[config.mk]
export PLATFORM = sky130hd
export DESIGN_NAME = mano_param_reg
export DESIGN_NICKNAME = d
export VERILOG_FILES = /design/src/rtl/mano_param_reg.sv
export SDC_FILE = /design/constraint.sdc
export NUM_CORES = 1
export LEC_CHECK = 0
export ABC_AREA = 0
export BUFFER_PORTS_ARGS = -buffer_cell sky130_fd_sc_hd__buf_2
export CORE_UTILIZATION = 35
export CTS_BUF_LIST = sky130_fd_sc_hd__clkbuf_8
export CTS_CLUSTER_DIAMETER = 60
export CTS_CLUSTER_SIZE = 40
export DETAILED_ROUTE_END_ITERATION = 6
export PLACE_DENSITY = 0.67
export REMOVE_ABC_BUFFERS = 1
export SLEW_MARGIN = 20
export SYNTH_ARGS = -nofsm -noshare
export SYNTH_HDL_FRONTEND = slang
export SYNTH_SLANG_ARGS = --single-unit
[constraint.sdc]
create_clock -name CLK -period 2 [get_ports CLK]
set_input_delay 0 -clock CLK [delete_from_list [all_inputs] [get_ports CLK]]
set_output_delay 0 -clock CLK [all_outputs]
set_load 0.02 [all_outputs]
[src/rtl/mano_param_reg.sv]
// Parametrised Mano basic-computer register: clear, load, increment, decrement, carry and zero flags.
// Optional shift-left/shift-right is enabled with the MANO_REG_SHIFT_EN macro.
module mano_param_reg #(
  parameter int          WIDTH       = 16,
  parameter logic [63:0] RESET_VALUE = 64'd0
) (
  input  logic             CLK,
  input  logic             RESET,
  input  logic             CLR,
  input  logic             LD,
  input  logic             INR,
  input  logic             DCR,
  input  logic             SHR,
  input  logic             SHL,
  input  logic             SIN,
  input  logic [WIDTH-1:0] D,
  output logic [WIDTH-1:0] Q,
  output logic             CO,
  output logic             ZERO
);

  logic [WIDTH-1:0] q_reg;
  logic             co_reg;
  logic [WIDTH:0]   inc_sum;
  logic [WIDTH:0]   dec_sum;

  // The extra top bit of each sum is the carry (increment) or borrow (decrement).
  assign inc_sum = {1'b0, q_reg} + {{WIDTH{1'b0}}, 1'b1};
  assign dec_sum = {1'b0, q_reg} - {{WIDTH{1'b0}}, 1'b1};

`ifdef MANO_REG_SHIFT_EN
  logic [WIDTH-1:0] shr_val;
  logic [WIDTH-1:0] shl_val;

  generate
    if (WIDTH == 1) begin : g_shift_w1
      assign shr_val = SIN;
      assign shl_val = SIN;
    end else begin : g_shift_wn
      assign shr_val = {SIN, q_reg[WIDTH-1:1]};
      assign shl_val = {q_reg[WIDTH-2:0], SIN};
    end
  endgenerate
`else
  // Shift ports exist for interface compatibility only.
  logic unused_shift;
  assign unused_shift = ^{SHR, SHL, SIN};
`endif

  always_ff @(posedge CLK) begin
    if (RESET) begin
      q_reg  <= RESET_VALUE[WIDTH-1:0];
      co_reg <= 1'b0;
    end else if (CLR) begin
      q_reg  <= '0;
      co_reg <= 1'b0;
    end else if (LD) begin
      q_reg  <= D;
      co_reg <= 1'b0;
    end else if (INR) begin
      q_reg  <= inc_sum[WIDTH-1:0];
      co_reg <= inc_sum[WIDTH];
    end else if (DCR) begin
      q_reg  <= dec_sum[WIDTH-1:0];
      co_reg <= dec_sum[WIDTH];
`ifdef MANO_REG_SHIFT_EN
    end else if (SHR) begin
      q_reg  <= shr_val;
      co_reg <= q_reg[0];
    end else if (SHL) begin
      q_reg  <= shl_val;
      co_reg <= q_reg[WIDTH-1];
`endif
    end
  end

  assign Q    = q_reg;
  assign CO   = co_reg;
  assign ZERO = (q_reg == '0);

endmodule

After elaboration in Yosys (flattened, before gate mapping)
Cells that the tools add are included.
W data, S select, Z words.

operators by class
  add/sub/neg operators = 2
  muxes and demuxes = 5
  reduce and logical (&&, ||, !) cells = 5

operators with widths
  cell                     count
  $mux W16                 3
  $add A16 B1 Y17 const B  1
  $sub A16 B1 Y17 const B  1
  $logic_not A16 Y1        1
  $reduce_bool A3 Y1       1
  $reduce_or A3 Y1         1
  $mux W1                  2
  $reduce_bool A2 Y1       1
  $reduce_or A2 Y1         1

word-level totals
  bits in registers = 17
  input port bits = 25
  output and inout bits = 18

Depth between registers and ports, before layout
Gate-level depths: netlist of the first run.

  depth in word-level cells = 4
  gate-level depth with buffers = 7
  gate-level depth less buffers = 7

Worst setup path after synthesis of the first run
OpenSTA, ideal clock, no wires.

  path kind = register to register
  start point = register q_reg[3] (netlist: Q[3])
  end point = register q_reg[12] (netlist: Q[12])
  library setup time = 0.117 ns
  arrival time = 1.650 ns
  data required time = 1.883 ns
  setup slack = 0.233 ns
  cell stages (with the launch flop) = 7
  path buffers = 1
  period minus slack after synthesis = 1.767 ns
  path through = dfxtp_1 -> buf_2 -> nand4_2 -> or4_1 -> a21oi_1 -> xnor2_1 -> o21ai_1

between the ends
  word-level cells in the longest chain between the ends = 4

RTL lines
  what                      line  text
  start: declaration        22    logic [WIDTH-1:0] q_reg;
  start signal: assignment  52    q_reg <= RESET_VALUE[WIDTH-1:0];
  start signal: assignment  61    q_reg <= inc_sum[WIDTH-1:0];
  start signal: assignment  64    q_reg <= dec_sum[WIDTH-1:0];
  $sub A16 B1 Y17           29    assign dec_sum = {1'b0, q_reg} - {{WIDTH{1'b0}}, 1'b1};
  $mux W16                  63    end else if (DCR) begin
  $mux W16 *                60    end else if (INR) begin
  $mux W16 *                57    end else if (LD) begin

Every way passes the cells marked *; elsewhere a longest branch is shown, timed or not. The select of a mux whose other input is x is not followed.
A chain may end at the register's enable or synchronous reset.

Worst setup path in the final report of the first run
  start point = register q_reg[1] (netlist: Q[1])
  end point = register q_reg[14] (netlist: Q[14])

Same word-level chain as after synthesis.

==> results of run 1 <==
-- cells by family (layout without fill, tap and decap cells) --
logic type               count (synthesis)  count (layout)
flip-flops                              17              17
buffers and inverters                   16              59
adder cells (fa/ha/maj)                  2               2
AND/OR/NAND/NOR                         73              73
XOR/XNOR                                13              13
AO/OA/AOI/OAI                           40              40
multiplexers                             2               2
-- cell usage in the layout, fill, tap and decap left out, types with 2 or more instances in the layout --
cell type	synthesis	layout
nand3_1	6	6
nor3b_1	2	2
ha_1	2	2
a211oi_1	3	3
xor2_1	3	3
or2_2	2	2
clkbuf_8	1	3
a22oi_1	2	2
nor2b_1	3	3
o21ai_0	10	10
a21oi_1	13	13
o21ai_1	3	3
buf_4	0	4
and3_1	3	3
dfxtp_1	17	17
nor4_1	6	6
dlygate4sd3_1	0	7
nor2_1	18	18
inv_1	5	6
nand2_1	9	9
xnor2_1	10	10
nand4_1	6	6
buf_2	5	39
nor3_1	6	6
mux2i_1	2	2
-- per-stage QoR --
stage / area [um2] / instances
2_1_floorplan: 1180 / 152
3_3_place_gp: 1460 / 241
3_5_place_dp: 1460 / 241
4_1_cts: 1570 / 252
5_1_grt: 1570 / 252
6_report: 1570 / 252
-- worst min-delay path by stage --
stage,startpoint,endpoint,slack (ns)
after global routing,D[10],Q[10],0.02
after CTS,D[7],Q[7],0.004
after detailed placement,D[4],Q[4],0.24
after floorplan,LD,Q[5],0.13
final,D[6],Q[6],0.005
after global placement,D[5],Q[5],0.23
-- flip-flops by register name, indices dropped and copies added (netlist names) --
register / flops
Q: 16
CO: 1
-- power by group --
part | total, uW | internal [uW] | switching [uW]
clock network | 264 | 137 | 127
logic | 252 | 114 | 138
registers | 384 | 355 | 29.3
total | 900 | 606 | 294
-- per-layer routing --
layer | vias up | track usage, %
met5 | - | 0
met4 | 0 | 5.40
met3 | 5 | 4.62
met2 | 43 | 30.4
met1 | 586 | 29.0
li1 | 683 | -
-- worst register-to-register path, delay by kind of cell, from the launching register on --
| family | cells | cell delay (ns) |
|---|---|---|
| xor+xnor | 1 | 0.15 |
| simple gates | 2 | 0.42 |
| compound gates | 2 | 0.35 |
| flops | 1 | 0.49 |
| fa+ha+maj | 1 | 0.25 |
-- timing repair --
action / in CTS / in global routing
hold buffers: 7 / 0
setup endpoints to repair: 0 / 0
endpoints found under the hold margin: 7 / 0
gates resized for setup: 0 / 0
-- layout make-up --
| type | instances | area [um2] | share of cell area (%) |
|---|---|---|---|
| clock buffer | 3 | 41.3 | 2.62 |
| clock inverter | 1 | 3.75 | 0.238 |
| inverter | 5 | 18.8 | 1.19 |
| multi-input combinational | 130 | 817 | 51.9 |
| sequential | 17 | 340 | 21.6 |
| tap | 46 | 57.6 | 3.66 |
| timing repair buffer | 50 | 295 | 18.8 |
==> impl_results.md, run 1 <==
- Status: complete, no violations
- Buffer and inverter count on the worst path: 0
- Sink Count: 17
- Die height: ~62 um
- FMAX: roughly 0.56 GHz
- Final setup margin: approximately 0.2 ns
- Adder-cell share of the synthesized area: 2.01%
- Synth Area in Simple Gates: 33.2%
- First DRT Iteration DRCs: 94
- VDD IR-drop max: 0.000292 V
- CTS clk-pin slew, worst paths: 0.07 ns
- Mux contribution to synthesized area: 1.61%
- I/O pins: 43
- Total power: approximately 900 uW
- Crit path max-delay family: flip-flops
- Setup_tns: 0 ns
- Fraction of layout cells with a size suffix above 1: 27.2%
- Dpl ws: ~0.24 ns
- Commonest cells post-synth: nor2_1, dfxtp_1, a21oi_1, o21ai_0, xnor2_1
- Clk Latency, worst-skew pair: 0.26 ns
- Crit path depth: 6
- Ant. Diodes: 0
- Met3 wire len: about 170 um
- Required @ worst endpoint: approximately 2.1 ns
- Worst setup path class: reg -> reg
- Reg2Reg Setup Slack: between 0.2 and 0.25 ns
- Hold WC Path Type: in -> reg
- Final Hold Vio Count: 0
- Worst r2r dst: Q[14]
- Synth Cell Area: around 1200 um2
- Number of cell rows: 21
- Die area: 3790 um2
- Post-synthesis sequential area ratio: 27.4%
- Area contributors post-synth: dfxtp_1, xnor2_1, nor2_1
- Relative slew slack: 51.9%
- Port-buffer cells: 39
- Number of enable flip-flop cells after synthesis: 0
- CTS HTree Levels: 1
- Drt first pass iters: 4
- WHS Path Cells: 3
- Final hold slack: approximately 0.0046 ns
- Worst-path cell chain: ha_1 > and3_1 > nand4_1 > a211oi_2 > xnor2_1 > a21oi_1
- Root buf cell: clkbuf_8
- Global-route wire length before repair: between 5000 and 6000 um
- Final setup fails: 0
- Type of origin of the critical path: flop
- Synth Area per Inst: about 7.6 um2
- Area leader, netlist: dfxtp_1
- Main combinational cell family by area after synthesis: simple AND/OR/NAND/NOR gates
- Core ar.: about 3400 um2
- Total gr overflow: 0
- Post-Syn Instances: around 160
- Reg2reg start: Q[1]
- Vias in the first global route: around 1,200
- Num CTS Buffers: 3
- Worst R2R Path Depth: 6
- Worst Skew: 0.00109 ns
- Power per cell area: 572 nW/um2
- Most instantiated library cell after synthesis: nor2_1
- Largest net degree at the start of global routing: 21
- Wire per inst: 13.4 um
- Placed wire-length estimate: 2470 um
- Post-Route M1 WL: 1740 um
- Starting Density: a little under two fifths
- Crit path time final: ~1.8 ns
- Clock Path Buffers: 2
- TritonCTS clock tree: done
- Slowest CP cell: dfxtp_1
- Yosys reg bits: 17
- DR vias: ~1,300
- GP Congestion: slightly above 0.9
- Unique cell type count in the Yosys netlist: 47
- Drt via density: about 5.2
- Worst setup path startpoint: Q[1]
- Critical path endpoint category: flop
- DRC: 0
- Antenna-violating nets left: 0
- Post-CTS Setup Inserts: 0
- RSZ-0062 raised after global routing: false
- Share of flip-flops with an asynchronous set or reset: 0%
- CP endpoint: Q[14]
- Dominant synthesized flop cell: dfxtp_1
- # fillers: 385
- Arrival time at the worst endpoint: ~1.9 ns
- Routed WL: 3380 um
- Synth Area in Compound Gates: between 10% and 20%
- Synth Area in XOR/XNOR: ~9.2%
- Wire length on met2: 1450 um
- Slew of the pin with the lowest slew margin: ~0.7 ns
- Post-layout util: 46.8%
- Crit share post-route: 89.8%
- Yosys top cell area share: 27.4%
- Yosys warning count: 0
- Initial antenna violation count: 0
- Maxcap violations: 0
- LEAKAGE: between 0.0006 and 0.0007 uW
- Slew Limit Fails: 0
- Nets@finish: approximately 230
- Horiz. Die Dim: between 60 and 70 um
- Crit path max fanout: 9
- Max layer used: met4
- Max incr delay on CP: about 0.5 ns
- Area Overhead vs Synth: 26.7%
- All-layer global routing usage: just over 20%
Power figures use the tool's default switching activity.
==> inputs of run 2 (changes only) <==
--- a/config.mk
+++ b/config.mk
@@ -12,7 +12,7 @@
 export CTS_CLUSTER_DIAMETER = 60
 export CTS_CLUSTER_SIZE = 40
 export DETAILED_ROUTE_END_ITERATION = 6
-export PLACE_DENSITY = 0.67
+export PLACE_DENSITY = 0.6
 export REMOVE_ABC_BUFFERS = 1
 export SLEW_MARGIN = 20
 export SYNTH_ARGS = -nofsm -noshare
==> impl_results.md, run 2 (synthesis results as in run 1) <==
- Final Hold Vio Count: 0
- Worst Skew: 0.00140 ns
- WHS Path Cells: 3
- RSZ-0062 raised after global routing: false
- Initial antenna violation count: 0
- Type of origin of the critical path: flop
- Slew Limit Fails: 0
- TritonCTS clock tree: done
- VDD IR-drop max: 0.000236 V
- Num CTS Buffers: 3
- Post-CTS Setup Inserts: 0
- DRC: 0
- Number of cell rows: 21
- Crit path max fanout: 7
- Critical path endpoint category: flop
- Worst R2R Path Depth: 5
- All-layer global routing usage: 20.2%
- Worst setup path class: reg -> reg
- Most frequent cells in the layout: buf_2, nor2_1, dfxtp_1
- Drt first pass iters: 4
- FMAX: approximately 0.55 GHz
- Global-route wire length before repair: between 5000 and 6000 um
- CTS HTree Levels: 1
- Fraction of layout cells with a size suffix above 1: ~29%
- Clock Path Buffers: 2
- Max reg flops: 16
- Reg2Reg Setup Slack: around 0.18 ns
- Worst r2r dst: Q[12]
- Reg2reg start: Q[10]
- Nets@finish: 237
- Root buf cell: clkbuf_8
- Crit share post-route: 91.0%
- Maxcap violations: 0
- Wire per inst: 13.7 um
- Arrival time at the worst endpoint: 1.97 ns
- Status: complete, no violations
- Hold WC Path Type: in -> reg
- Power per cell area: about 570 nW/um2
- Area Overhead vs Synth: 28.6%
- Antenna-violating nets left: 0
- CTS clk-pin slew, worst paths: 0.07 ns
- Starting Density: between 30% and 40%
- Clk Latency, worst-skew pair: 0.26 ns
- Relative slew slack: a little under three fifths
- Placed cell area: between 1000 and 1500 um2
- Commonest non-fill, non-tap cell in the layout: buf_2
- First DRT Iteration DRCs: 60
- Hold Startpoint: D[8]
- Required @ worst endpoint: around 2.2 ns
- Crit path time final: 1.82 ns
- Sink Count: 17
- Final setup fails: 0
- Largest net degree at the start of global routing: 21
- GP Congestion: around 0.95
- Hold EP: Q[8]
- Core ar.: 3360 um2
- Ant. Diodes: 0
- Vias in the first global route: 1,218
- DR vias: approximately 1,400
- Die area: roughly 3800 um2
- Die height: just over 60 um
- Total gr overflow: 0
- Post-route cell area: between 1500 and 2000 um2
- Slew of the pin with the lowest slew margin: 0.645 ns
- Horiz. Die Dim: 61.6 um
- Drt via density: between 5 and 6
- Port-buffer cells: 39
- LEAKAGE: 0.000682 uW
- Routed WL: between 3000 and 4000 um
- I/O pins: between 40 and 50
- Placed wire-length estimate: roughly 2600 um
- Setup_tns: 0 ns
## run 2: cell types whose count changed in the layout (fill, tap and decap cells not counted)
cell      previous run  this run
clkinv_2             0         1
inv_1                6         5
buf_4                4         7
## run 2: how the worst max path moves through the flow
stage           from    end  slack (ns)  depth (start not counted)
2_1_floorplan   Q[3]  Q[12]        0.22                          5
3_3_place_gp   Q[10]  Q[12]        0.21                          5
3_5_place_dp   Q[10]  Q[12]        0.20                          5
4_1_cts        Q[10]  Q[12]        0.18                          5
5_1_grt        Q[10]  Q[12]        0.04                          5
6_report       Q[10]  Q[12]        0.18                          5
## run 2: worst max-delay path: stages (launching register included)
cell and delay (ns):
dfxtp_1 0.49, nand4_1 0.20, or4_1 0.59, a21oi_1 0.21
xnor2_1 0.15, o21ai_1 0.07
## run 2: per-stage QoR
stage	hold WS, ns	instances	utilization [%]	setup WS [ns]	total power, uW
after floorplan	0.130	152	-	0.222	547
after global placement	0.229	244	44.0	0.213	633
after detailed placement	0.238	244	44.0	0.202	636
after CTS	0.0136	255	47.5	0.185	911
after global routing	0.0245	255	47.5	0.0437	957
final	0.00719	255	47.5	0.181	909
## run 2: metal layers
metal,vias to the layer above,share of wire [%],track usage [%]
met3,7,3.8,1.89
met5,-,0,0
met2,41,45,31.6
met1,642,49,28.9
li1,683,-,-
met4,0,1.6,6.67
## run 2: what timing repair did
| item | in CTS | in global routing |
|---|---|---|
| hold buffers | 7 | 0 |
| gates resized for setup | 0 | 0 |
| endpoints found under the hold margin | 7 | 0 |
## run 2: where the power goes
group          internal (uW)  total, uW  switching [uW]
logic                    116        256             140
clock network            139        270             131
registers                355        383            27.7
total                    610        909             299
## run 2: area by class of cell
class	count	area, um2
clock inverters	1	5.00
clock buffers	3	41.3
multi-input cells	130	817
flip-flops and latches	17	340
inverters	5	18.8
well taps	46	57.6
repair buffers	53	318
fillers	369	1770
==> inputs of run 3 (changes only) <==
--- a/config.mk
+++ b/config.mk
@@ -6,7 +6,7 @@
 export NUM_CORES = 1
 export LEC_CHECK = 0
 export ABC_AREA = 0
-export BUFFER_PORTS_ARGS = -buffer_cell sky130_fd_sc_hd__buf_2
+export BUFFER_PORTS_ARGS = -buffer_cell sky130_fd_sc_hd__clkbuf_2
 export CORE_UTILIZATION = 35
 export CTS_BUF_LIST = sky130_fd_sc_hd__clkbuf_8
 export CTS_CLUSTER_DIAMETER = 60
==> impl_results.md, run 3 (synthesis results as in run 1) <==
- FMAX: about 0.54 GHz
- Horiz. Die Dim: 61.6 um
- Failing checks: hold timing
- Die area: between 3000 and 4000 um2
- Critical path endpoint category: flop
- Ant. Diodes: 0
- Power per cell area: approximately 570 nW/um2
- Drt first pass iters: 4
- Slew of the pin with the lowest slew margin: around 0.64 ns
- Post-layout util: 47.5%
- CTS HTree Levels: 1
- VDD IR-drop max: approximately 0.00023 V
- Starting Density: a little under two fifths
- Worst R2R Path Depth: 5
- Dpl ws: about 0.18 ns
- Status: complete, but fails checks
- Num CTS Buffers: 3
- Most frequent cells in the layout: clkbuf_2, nor2_1, dfxtp_1
- Switch share: between 30% and 40%
- Root buf cell: clkbuf_8
- Clock Path Buffers: 2
- All-layer global routing usage: ~20%
- Routed WL: between 3000 and 4000 um
- Arrival time at the worst endpoint: about 2.0 ns
- P_sw: roughly 300 uW
- Crit path max fanout: 7
- Worst setup path startpoint: Q[10]
- Fraction of layout cells with a size suffix above 1: approximately 29%
- DR vias: around 1,300
- Total gr overflow: 0
- First DRT Iteration DRCs: 55
- Final setup margin: 0.144 ns
- Core ar.: between 3000 and 4000 um2
- Wire per inst: between 10 and 15 um
- Hold WC Path Type: in -> reg
- Maxcap violations: 0
- Comb power frac: 28.1%
- Post-CTS Setup Inserts: 0
- Clk Latency, worst-skew pair: around 0.26 ns
- Worst setup path class: reg -> reg
- Max reg flops: 16
- LEAKAGE: 0.000674 uW
- CTS clk-pin slew, worst paths: approximately 0.070 ns
- Drt via density: ~5.3
- Final hold slack: -0.00436 ns
- Placed wire-length estimate: about 2600 um
- I/O pins: 43
- Number of cell rows: 21
- WHS Path Cells: 3
- Crit path time final: between 1.5 and 2 ns
- GP Congestion: around 0.93
- Largest net degree at the start of global routing: 21
- Port-buffer cells: 39
- Vias in the first global route: between 1,000 and 1,500
- TritonCTS clock tree: done
- Global-route wire length before repair: 5690 um
- Final Hold Vio Count: 1
- Relative slew slack: 57.3%
- RSZ-0062 raised after global routing: false
- Required @ worst endpoint: 2.15 ns
- Pint: 610 uW
- Antenna-violating nets left: 0
- Nets@finish: approximately 240
- DRC: 0
- Flop pwr share: between 40% and 50%
- Worst Skew: a little under 0.004 ns
- Crit share post-route: slightly above 90%
- Die height: 61.6 um
- Final setup fails: 0
- Reg2reg start: Q[10]
- Area Overhead vs Synth: 28.6%
- Commonest non-fill, non-tap cell in the layout: clkbuf_2
- Clock power frac: between 20 and 30%
- Slew Limit Fails: 0
- Sink Count: 17
- Setup_tns: 0 ns
- Initial antenna violation count: 0
- Hold Startpoint: D[7]
- Type of origin of the critical path: flop
## run 3: changes by cell type in the layout (fill, tap and decap cells not counted)
cell	delta
clkbuf_2	+39
buf_2	-39
## run 3: final cells by class
| class | count | area, um2 |
|---|---|---|
| tap | 46 | 57.6 |
| sequential | 17 | 340 |
| clock inverter | 1 | 5.00 |
| inverter | 5 | 18.8 |
| timing repair buffer | 53 | 318 |
| clock buffer | 3 | 41.3 |
| fill | 381 | 1770 |
| multi-input combinational | 130 | 817 |
## run 3: final timing paths
kind	endpoint	slack (ns)
max	Q[12]	0.14
min	Q[7]	-0.004
max reg2reg	Q[12]	0.14
min reg2reg	CO	0.54
## run 3: power groups by stage
stage	registers [uW]	clock network [uW]	logic (uW)
2_1_floorplan	411	0	136
3_3_place_gp	390	0	243
3_5_place_dp	391	0	245
4_1_cts	383	275	257
5_1_grt	387	292	285
6_report	384	269	255
## run 3: routing by layer
| metal | global-route usage [%] | routed length, um | part of all wire [%] | vias up |
|---|---|---|---|---|
| met5 | 0 | 0 | 0 | - |
| met4 | 6.67 | 47 | 1.3 | 0 |
| met3 | 2.10 | 168 | 4.8 | 5 |
| met2 | 33.9 | 1610 | 46 | 42 |
| met1 | 27.7 | 1690 | 48 | 612 |
| li1 | - | - | - | 685 |
## run 3: what timing repair did
item                                   CTS  global route
endpoints found under the hold margin    7             0
gates resized for setup                  0             0
hold buffers                             7             0
## run 3: stage by stage
stage                     hold WS [ns]  area [um2]  power, uW  cells
after global placement           0.230        1480        633    244
after detailed placement         0.240        1480        636    244
after global routing            0.0212        1600        964    255
after CTS                      0.00151        1600        915    255
after floorplan                  0.130        1180        547    152
final                         -0.00436        1600        908    255
## run 3: critical path, stage by stage (launching register included)
cell and delay [ns]:
dfxtp_1 0.50, nand4_1 0.21, or4_1 0.59, a21oi_1 0.23
xnor2_1 0.15, o21ai_1 0.08
